`src/rtl/exu_div_ctl.sv`:
```
// Iterative radix-2 restoring divider for DIV/DIVU/REM/REMU.
// One quotient bit per ITER cycle, then a sign-fixup cycle, then a one-cycle result pulse.
module exu_div_ctl #(
  parameter bit SPECIAL_EARLY = 1'b1
) (
  input  logic        clk,
  input  logic        rst_l,
  input  logic        scan_mode,
  input  logic        freeze,
  input  logic        flush,
  input  logic        dp_valid,
  input  logic        dp_unsign,
  input  logic        dp_rem,
  input  logic [31:0] a,
  input  logic [31:0] b,
  output logic        div_ready,
  output logic        out_valid,
  output logic [31:0] out
);

  typedef enum logic [1:0] {IDLE, ITER, FIX, DONE} state_t;

  state_t      state_q, state_d;
  logic [4:0]  cnt_q, cnt_d;
  logic [32:0] rem_q, rem_d;
  logic [31:0] quot_q, quot_d;
  logic [31:0] b_mag_q, b_mag_d;
  logic [31:0] a_q, a_d;
  logic        neg_a_q, neg_a_d;
  logic        neg_b_q, neg_b_d;
  logic        rem_sel_q, rem_sel_d;
  logic        div0_q, div0_d;
  logic        ovf_q, ovf_d;
  logic [31:0] out_q, out_d;

  logic        in_neg_a, in_neg_b, in_div0, in_ovf;
  logic [31:0] in_a_mag, in_b_mag;
  logic [32:0] shifted;
  logic [33:0] trial;
  logic [31:0] q_fix, r_fix;

  logic unused_ok;
  assign unused_ok = &{1'b0, scan_mode, rem_q[32]};

  // Architectural results for divide-by-zero and signed overflow.
  function automatic logic [31:0] special_result(input logic is_div0, input logic want_rem,
                                                 input logic [31:0] dividend);
    if (is_div0) special_result = want_rem ? dividend : 32'hFFFF_FFFF;
    else         special_result = want_rem ? 32'h0 : 32'h8000_0000;
  endfunction

  always_comb begin
    in_neg_a = ~dp_unsign & a[31];
    in_neg_b = ~dp_unsign & b[31];
    in_a_mag = in_neg_a ? (~a + 32'd1) : a;
    in_b_mag = in_neg_b ? (~b + 32'd1) : b;
    in_div0  = (b == 32'h0);
    in_ovf   = ~dp_unsign & (a == 32'h8000_0000) & (b == 32'hFFFF_FFFF);

    shifted  = {rem_q[31:0], quot_q[31]};
    trial    = {1'b0, shifted} - {2'b00, b_mag_q};

    q_fix    = (neg_a_q ^ neg_b_q) ? (~quot_q + 32'd1) : quot_q;
    r_fix    = neg_a_q ? (~rem_q[31:0] + 32'd1) : rem_q[31:0];
  end

  always_comb begin
    state_d   = state_q;
    cnt_d     = cnt_q;
    rem_d     = rem_q;
    quot_d    = quot_q;
    b_mag_d   = b_mag_q;
    a_d       = a_q;
    neg_a_d   = neg_a_q;
    neg_b_d   = neg_b_q;
    rem_sel_d = rem_sel_q;
    div0_d    = div0_q;
    ovf_d     = ovf_q;
    out_d     = out_q;

    if (flush) begin
      state_d = IDLE;
      cnt_d   = 5'd0;
    end else if (!freeze) begin
      unique case (state_q)
        IDLE: begin
          if (dp_valid) begin
            a_d       = a;
            rem_sel_d = dp_rem;
            neg_a_d   = in_neg_a;
            neg_b_d   = in_neg_b;
            b_mag_d   = in_b_mag;
            quot_d    = in_a_mag;
            rem_d     = 33'd0;
            cnt_d     = 5'd0;
            div0_d    = in_div0;
            ovf_d     = in_ovf;
            if (SPECIAL_EARLY && (in_div0 || in_ovf)) begin
              out_d   = special_result(in_div0, dp_rem, a);
              state_d = DONE;
            end else begin
              state_d = ITER;
            end
          end
        end
        ITER: begin
          // A clear borrow bit means the shifted remainder covers the divisor.
          if (!trial[33]) begin
            rem_d  = trial[32:0];
            quot_d = {quot_q[30:0], 1'b1};
          end else begin
            rem_d  = shifted;
            quot_d = {quot_q[30:0], 1'b0};
          end
          cnt_d = cnt_q + 5'd1;
          if (cnt_q == 5'd31) state_d = FIX;
        end
        FIX: begin
          if (div0_q || ovf_q) out_d = special_result(div0_q, rem_sel_q, a_q);
          else                 out_d = rem_sel_q ? r_fix : q_fix;
          state_d = DONE;
        end
        DONE: state_d = IDLE;
        default: state_d = IDLE;
      endcase
    end
  end

  always_ff @(posedge clk or negedge rst_l) begin
    if (!rst_l) begin
      state_q   <= IDLE;
      cnt_q     <= 5'd0;
      rem_q     <= 33'd0;
      quot_q    <= 32'd0;
      b_mag_q   <= 32'd0;
      a_q       <= 32'd0;
      neg_a_q   <= 1'b0;
      neg_b_q   <= 1'b0;
      rem_sel_q <= 1'b0;
      div0_q    <= 1'b0;
      ovf_q     <= 1'b0;
      out_q     <= 32'd0;
    end else begin
      state_q   <= state_d;
      cnt_q     <= cnt_d;
      rem_q     <= rem_d;
      quot_q    <= quot_d;
      b_mag_q   <= b_mag_d;
      a_q       <= a_d;
      neg_a_q   <= neg_a_d;
      neg_b_q   <= neg_b_d;
      rem_sel_q <= rem_sel_d;
      div0_q    <= div0_d;
      ovf_q     <= ovf_d;
      out_q     <= out_d;
    end
  end

  assign div_ready = (state_q == IDLE);
  assign out_valid = (state_q == DONE) && !flush;
  assign out       = out_q;

endmodule

```
`config.mk`:
```
export PLATFORM = sky130hd
export DESIGN_NAME = exu_div_ctl
export DESIGN_NICKNAME = d
export VERILOG_FILES = /design/src/rtl/exu_div_ctl.sv
export SDC_FILE = /design/constraint.sdc
export NUM_CORES = 1
export LEC_CHECK = 0
export BUFFER_PORTS_ARGS = -buffer_cell sky130_fd_sc_hd__buf_2
export CAP_MARGIN = 10
export CORE_MARGIN = 5
export CORE_UTILIZATION = 35
export CTS_BUF_LIST = sky130_fd_sc_hd__clkbuf_8
export DETAILED_ROUTE_END_ITERATION = 10
export GPL_TIMING_DRIVEN = 0
export SYNTH_ARGS = -nofsm -noshare
export SYNTH_HDL_FRONTEND = slang
export SYNTH_SLANG_ARGS = --single-unit
```
`constraint.sdc`:
```
create_clock -name clk -period 3.2 [get_ports clk]
set_clock_uncertainty 0.15 [all_clocks]
set_input_delay 0.32 -clock clk [delete_from_list [all_inputs] [get_ports clk]]
set_output_delay 0.32 -clock clk [all_outputs]
set_load 0.05 [all_outputs]
```
==> metrics.cfg, run 1 <==
[status]
outcome = complete, no violations

[route]
vias_per_cell = 5.68
dr_wl_met2_um = 21200
wl_per_cell_um = 21.1
routed-via-count = 12422
maxUsedRoutingLayer = met5
drcViolationCount = 0
wl_met3_um = 3120
routed_wl_um = 46100
wl_met1_um = 19800
ant_nets = 0
firstDrtPassIters = 6
drtIter0Drc = 1038

[floorplanning]
die_area_um2 = 39200
io_pins = 106
start_util = 0.357
core-area_um2 = 34700
die_w_um = 198
die_h_um = 198
rows = 68

[cts]
cts_tree = built
cts_buffers = 17
clk_latency_ns = 0.50
cts_root_buf = clkbuf_8
cts_sinks = 172
path_clk_slew_ns = 0.10
cts_max_path_buffers = 2
htreeDepth = 4

[worst_setup_path]
r2r_cells = 9
rr_endpoint = out[29]$_DFFE_PN0P_
cp_data_required_time_ns = 3.43
max_stage_delay_ns = 0.56
worst-path-max-fanout = 6
path_cells = or4_4 -> or3_1 -> buf_4 -> or4_4 -> o31ai_4 -> xor2_2 -> o211ai_1 -> o221ai_2 -> o21ai_1
cp.arrival_ns = 3.34
cp_slowest_cell = or4_4
r2r_setup_slack_ns = 0.09
r2r_start = rem_q[15]$_DFFE_PN0P_
critPathCaptureType = flip-flop
worst-setup-path-type = reg2reg
start_kind = flip-flop
critPathMostFrequentCell = or4_4

[yosys]
syn_area_um2 = 12400
synth_seq_cells = 172
async_flop_share = 1.00
ys_types = 61
syn_avg_cell_area_um2 = 7.94
synth-warning-count = 0
yosysSeqAreaShare = 0.348
ys.flop_type = dfrtp_1
synthesis.nets = 1674
netlist_instances = 1558
synth-edff-count = 0

[timing]
fmax_ghz = 0.321
slew_violations = 0
rsz0062_at_grt = yes
final-setup-viol-count = 0
hold_viol_final = 0
worstMarginPinSlew_ns = 0.888
fin_crit_sh = 0.972
period_minus_slack_ns = 3.11
relSlewSlack = 0.408

[power]
p_leak_nw = 6.27
ir_worst_vdd_mv = 0.254
p_total_w = 0.00803
p_int_w = 0.00454
powerDensity_nw_per_um2 = 554
power_frac_comb = 0.411
power_frac_clock = 0.217
seqPwrFrac = 0.372
switchingPower_w = 0.00349
p_sw_frac = 0.434

[layout]
finish.instance_area_um2 = 14500
instances_no_fill = 2188
seq_area_um2 = 4310
layout.nets = 1835
area_delta_synth_final_pct = 17.2
multi_input_area_um2 = 7640
final_cell_mix = 273 x nand2_1, 202 x o21ai_0, 167 x dfrtp_1, 105 x buf_2, 94 x nor2_1
nFillCells = 3622
final_common_cell = nand2_1
drive_above_1_share = 0.118

[global_route]
grt_pass1_wl_um = 70500
grt_max_degree = 118
grt.total_usage = 0.231
grt_pass1_vias = 11831
grt_antenna_before_repair = 1
grt_overflow = 0

[worst_hold_path]
holdCritStartpoint = b[22]
min_to = b_mag_q[22]$_DFFE_PN0P_
hold_depth = 3
hp-class = in2reg

[place]
placed_cells_incl_taps = 2115
place_congestion = 0.970
dp_hpwl_um = 35800
place_area_um2 = 13500
io_buffers = 100

[run]
maxCapViolCount = 0

through the flow:
stage | setup TNS (ns) | setup slack (ns) | hold WS [ns] | util
floorplan | 0 | 0.321 | -0.126 | -
global placement | -248.56 | -1.21 | 0.304 | 0.387
detailed placement | -46.22 | -0.975 | 0.128 | 0.389
CTS | 0 | 0.00321 | 0.00153 | 0.413
global route | -0.0214 | -0.0214 | 0.0124 | 0.418
finish | 0 | 0.0887 | 0.0184 | 0.418
synthesized netlist by cell type, types with 12 or more instances:
master	count	area (um^2)
a21oi_1	88	440
o211ai_1	14	105
nor3_1	31	155
o41ai_1	14	123
inv_1	64	240
nor2_1	95	357
o221ai_1	16	140
or4_1	12	90.1
xnor2_1	77	674
nand2b_1	13	81.3
mux2i_1	26	260
nand3_1	17	85.1
nand2_1	274	1030
nand4_1	17	106
xor2_1	65	569
o31ai_1	31	233
nor4_1	15	93.8
dfrtp_1	172	4300
ha_1	43	538
clkbuf_1	76	285
a32oi_1	14	123
a31oi_1	25	156
or3_1	13	81.3
o21ai_0	206	1030
critical path: cells and delay by family, from the launching register on:
| kind | cells | cell delay [ns] |
|---|---|---|
| AND/OR/NAND/NOR | 3 | 1.41 |
| XOR/XNOR | 1 | 0.20 |
| AO/OA/AOI/OAI | 4 | 0.62 |
| buffers and inverters | 1 | 0.16 |
| flip-flops | 1 | 0.46 |
flip-flops by register name, summed over array words and instances (netlist names):
name       flops
a_q           32
b_mag_q       32
cnt_q          5
div0_q         1
neg_a_q        1
neg_b_q        1
out           32
ovf_q          1
quot_q        32
rem_q         32
rem_sel_q      1
state_q        2
per-layer routing:
| metal | track usage | up-vias |
|---|---|---|
| met3 | 0.0357 | 101 |
| li1 | - | 5904 |
| met4 | 0.0839 | 2 |
| met2 | 0.374 | 520 |
| met1 | 0.314 | 5895 |
| met5 | 0 | - |
how the worst max path moves through the flow:
stage                                      from                 endpoint  slack [ns]  depth (start not counted)
after floorplan            rem_q[0]$_DFFE_PN0P_    rem_q[13]$_DFFE_PN0P_        0.32                         10
after global placement                    rst_l  b_mag_q[29]$_DFFE_PN0P_       -1.21                          1
after detailed placement                  a[20]       out[8]$_DFFE_PN0P_       -0.98                         11
after CTS                 rem_q[12]$_DFFE_PN0P_    rem_q[29]$_DFFE_PN0P_       0.003                         10
after global routing      rem_q[15]$_DFFE_PN0P_      out[29]$_DFFE_PN0P_       -0.02                          9
final                     rem_q[15]$_DFFE_PN0P_      out[29]$_DFFE_PN0P_        0.09                          9
cell families after synthesis:
family | synth area share
compound gates | 0.247
xor+xnor | 0.100
fa+ha+maj | 0.0451
buf+inv | 0.0489
flops | 0.348
mux | 0.0228
simple gates | 0.188
what timing repair did:
item | 4_1_cts | 5_1_grt
buffers inserted | 2 | 10
gates resized for setup | 27 | 32
pin swaps | 1 | 7
endpoints found under the hold margin | 85 | 0
setup endpoints to repair | 66 | 65
hold buffers | 30 | 0
power by group through the flow:
stage,registers (W),clock network [W],logic [W]
finish,0.00299,0.00175,0.00330
global route,0.00304,0.00184,0.00357
CTS,0.00297,0.00177,0.00319
detailed placement,0.00301,0,0.00311
global placement,0.00300,0,0.00307
floorplan,0.00291,0,0.00208
cell type report:
type	count	share of cell area
Multi-Input combinational cell	1227	0.526
Sequential cell	172	0.297
Timing Repair Buffer	144	0.0645
Tap cell	455	0.0393
Buffer	92	0.0260
Clock buffer	18	0.0171
Inverter	65	0.0168
Clock inverter	14	0.0125
Antenna cell	1	0.000173
Power figures use the tool's default switching activity.
==> run 2: changes to the inputs <==
CORE_ASPECT_RATIO = 1.75   (was default)
RECOVER_POWER = 100   (was default)
==> metrics.cfg, run 2 (synthesis gave the netlist of run 1 again) <==
[global_route]
grt_pass1_vias = 12842
grt_max_degree = 100
grt_antenna_before_repair = 1
grt_overflow = 0
grt.total_usage = 0.247
grt_pass1_wl_um = 75400

[worst_setup_path]
r2r_cells = 8
r2r_start = rem_q[23]$_DFFE_PN0P_
cp.arrival_ns = 3.43
start_kind = flip-flop
cp_data_required_time_ns = 3.45
r2r_setup_slack_ns = 0.02
rr_endpoint = out[29]$_DFFE_PN0P_
worst-path-max-fanout = 3
worst-setup-path-type = reg2reg
critPathCaptureType = flip-flop

[layout]
layout.nets = 1861
area_delta_synth_final_pct = 19.2
instances_no_fill = 2224
drive_above_1_share = 0.105
final_common_cell = nand2_1
finish.instance_area_um2 = 14800
final_cell_mix = 273 x nand2_1, 200 x o21ai_0, 165 x dfrtp_1, 107 x clkbuf_1, 94 x nor2_1

[route]
routed_wl_um = 49200
wl_per_cell_um = 22.1
ant_nets = 0
firstDrtPassIters = 8
drtIter0Drc = 965
drcViolationCount = 0
routed-via-count = 12671
vias_per_cell = 5.70

[worst_hold_path]
holdCritStartpoint = b[3]
hold_depth = 3
min_to = b_mag_q[3]$_DFFE_PN0P_
hp-class = in2reg

[cts]
cts_max_path_buffers = 2
cts_sinks = 172
cts_root_buf = clkbuf_8
clk_latency_ns = 0.52
cts_tree = built
cts_buffers = 17
path_clk_slew_ns = 0.11
htreeDepth = 4

[floorplanning]
die_w_um = 152
die_area_um2 = 39400
core-area_um2 = 35100
rows = 91
die_h_um = 259
io_pins = 106
start_util = 0.353

[timing]
relSlewSlack = -0.326
slew_violations = 74
final.setup.tns_ns = 0
worstMarginPinSlew_ns = 1.99
hold_viol_final = 0
fin_crit_sh = 0.994
period_minus_slack_ns = 3.18
setup_ws_ns = 0.0176
fmax_ghz = 0.314
rsz0062_at_grt = yes
final-setup-viol-count = 0

[run]
maxCapViolCount = 1

[power]
p_leak_nw = 6.26
power_frac_comb = 0.432
power_frac_clock = 0.200
switchingPower_w = 0.00364
p_int_w = 0.00444
powerDensity_nw_per_um2 = 548
p_sw_frac = 0.451
seqPwrFrac = 0.368
p_total_w = 0.00808
ir_worst_vdd_mv = 0.299

[place]
place_congestion = 1.03
io_buffers = 100
dp_hpwl_um = 38400
placed_cells_incl_taps = 2125
preCtsSetupSlack_ns = -0.977
place_area_um2 = 13500

[status]
outcome = finished, violations left
failed_checks = max-capacitance violations, max-slew violations

-- run 2: cell count changes in the layout (fill, tap and decap cells not counted), sizes merged --
cell / change
clkinv: +1
bufinv: -2
dlygate4sd3: +23
clkbuf: +45
buf: -41
-- run 2: power groups by stage --
stage                     clock network (W)  registers, W  logic [W]
after CTS                           0.00164       0.00297    0.00336
after global placement                    0       0.00299    0.00319
final                               0.00162       0.00298    0.00349
after floorplan                           0       0.00291    0.00208
after detailed placement                  0       0.00300    0.00324
after global routing                0.00170       0.00304    0.00377
-- run 2: layout make-up --
cell class / instances / area (um^2)
clock inverters: 13 / 135
inverters: 65 / 244
flip-flops and latches: 172 / 4310
repair buffers: 171 / 1140
clock buffers: 19 / 262
plain buffers: 91 / 372
multi-input cells: 1227 / 7710
well taps: 465 / 582
fillers: 3655 / 20300
diodes: 1 / 2.50
-- run 2: through the flow --
step / util / hold WS [ns]
after floorplan: - / -0.126
final: 0.421 / 0.0254
after global routing: 0.421 / 0.0337
after global placement: 0.384 / 0.306
after CTS: 0.418 / 0.000650
after detailed placement: 0.385 / 0.170
-- run 2: critical path, cell delays in order, from the launching register on --
cell and delay (ns):
dfrtp_2 0.42, or4_4 0.54, or4_4 0.43, or4_4 0.56, o31ai_4 0.22, xor2_2 0.21, o211ai_1 0.14, o221ai_2 0.31
o21ai_1 0.10
-- run 2: what timing repair did --
item / in CTS / in global routing
pin swaps: 6 / 8
hold endpoints to repair: 126 / 0
resized for setup: 39 / 39
setup endpoints to repair: 70 / 73
setup buffers: 11 / 5
hold buffers: 53 / 0
-- run 2: worst max path at each step --
stage | from | to | slack [ns] | cells after the start
floorplan | rem_q[0]$_DFFE_PN0P_ | rem_q[13]$_DFFE_PN0P_ | 0.32 | 10
global placement | rst_l | rem_q[4]$_DFFE_PN0P_ | -1.15 | 1
detailed placement | b[0] | out[19]$_DFFE_PN0P_ | -0.98 | 11
CTS | a[28] | out[19]$_DFFE_PN0P_ | 0.00009 | 11
global route | rem_q[13]$_DFFE_PN0P_ | rem_q[1]$_DFFE_PN0P_ | -0.05 | 9
finish | rem_q[23]$_DFFE_PN0P_ | out[29]$_DFFE_PN0P_ | 0.02 | 8
-- run 2: layer usage --
layer | share of wire | global-route usage | vias to the layer above
li1 | - | - | 5939
met1 | 0.34 | 0.245 | 5987
met2 | 0.50 | 0.435 | 533
met3 | 0.055 | 0.0463 | 212
met4 | 0.11 | 0.222 | 0
met5 | 0 | 0 | -
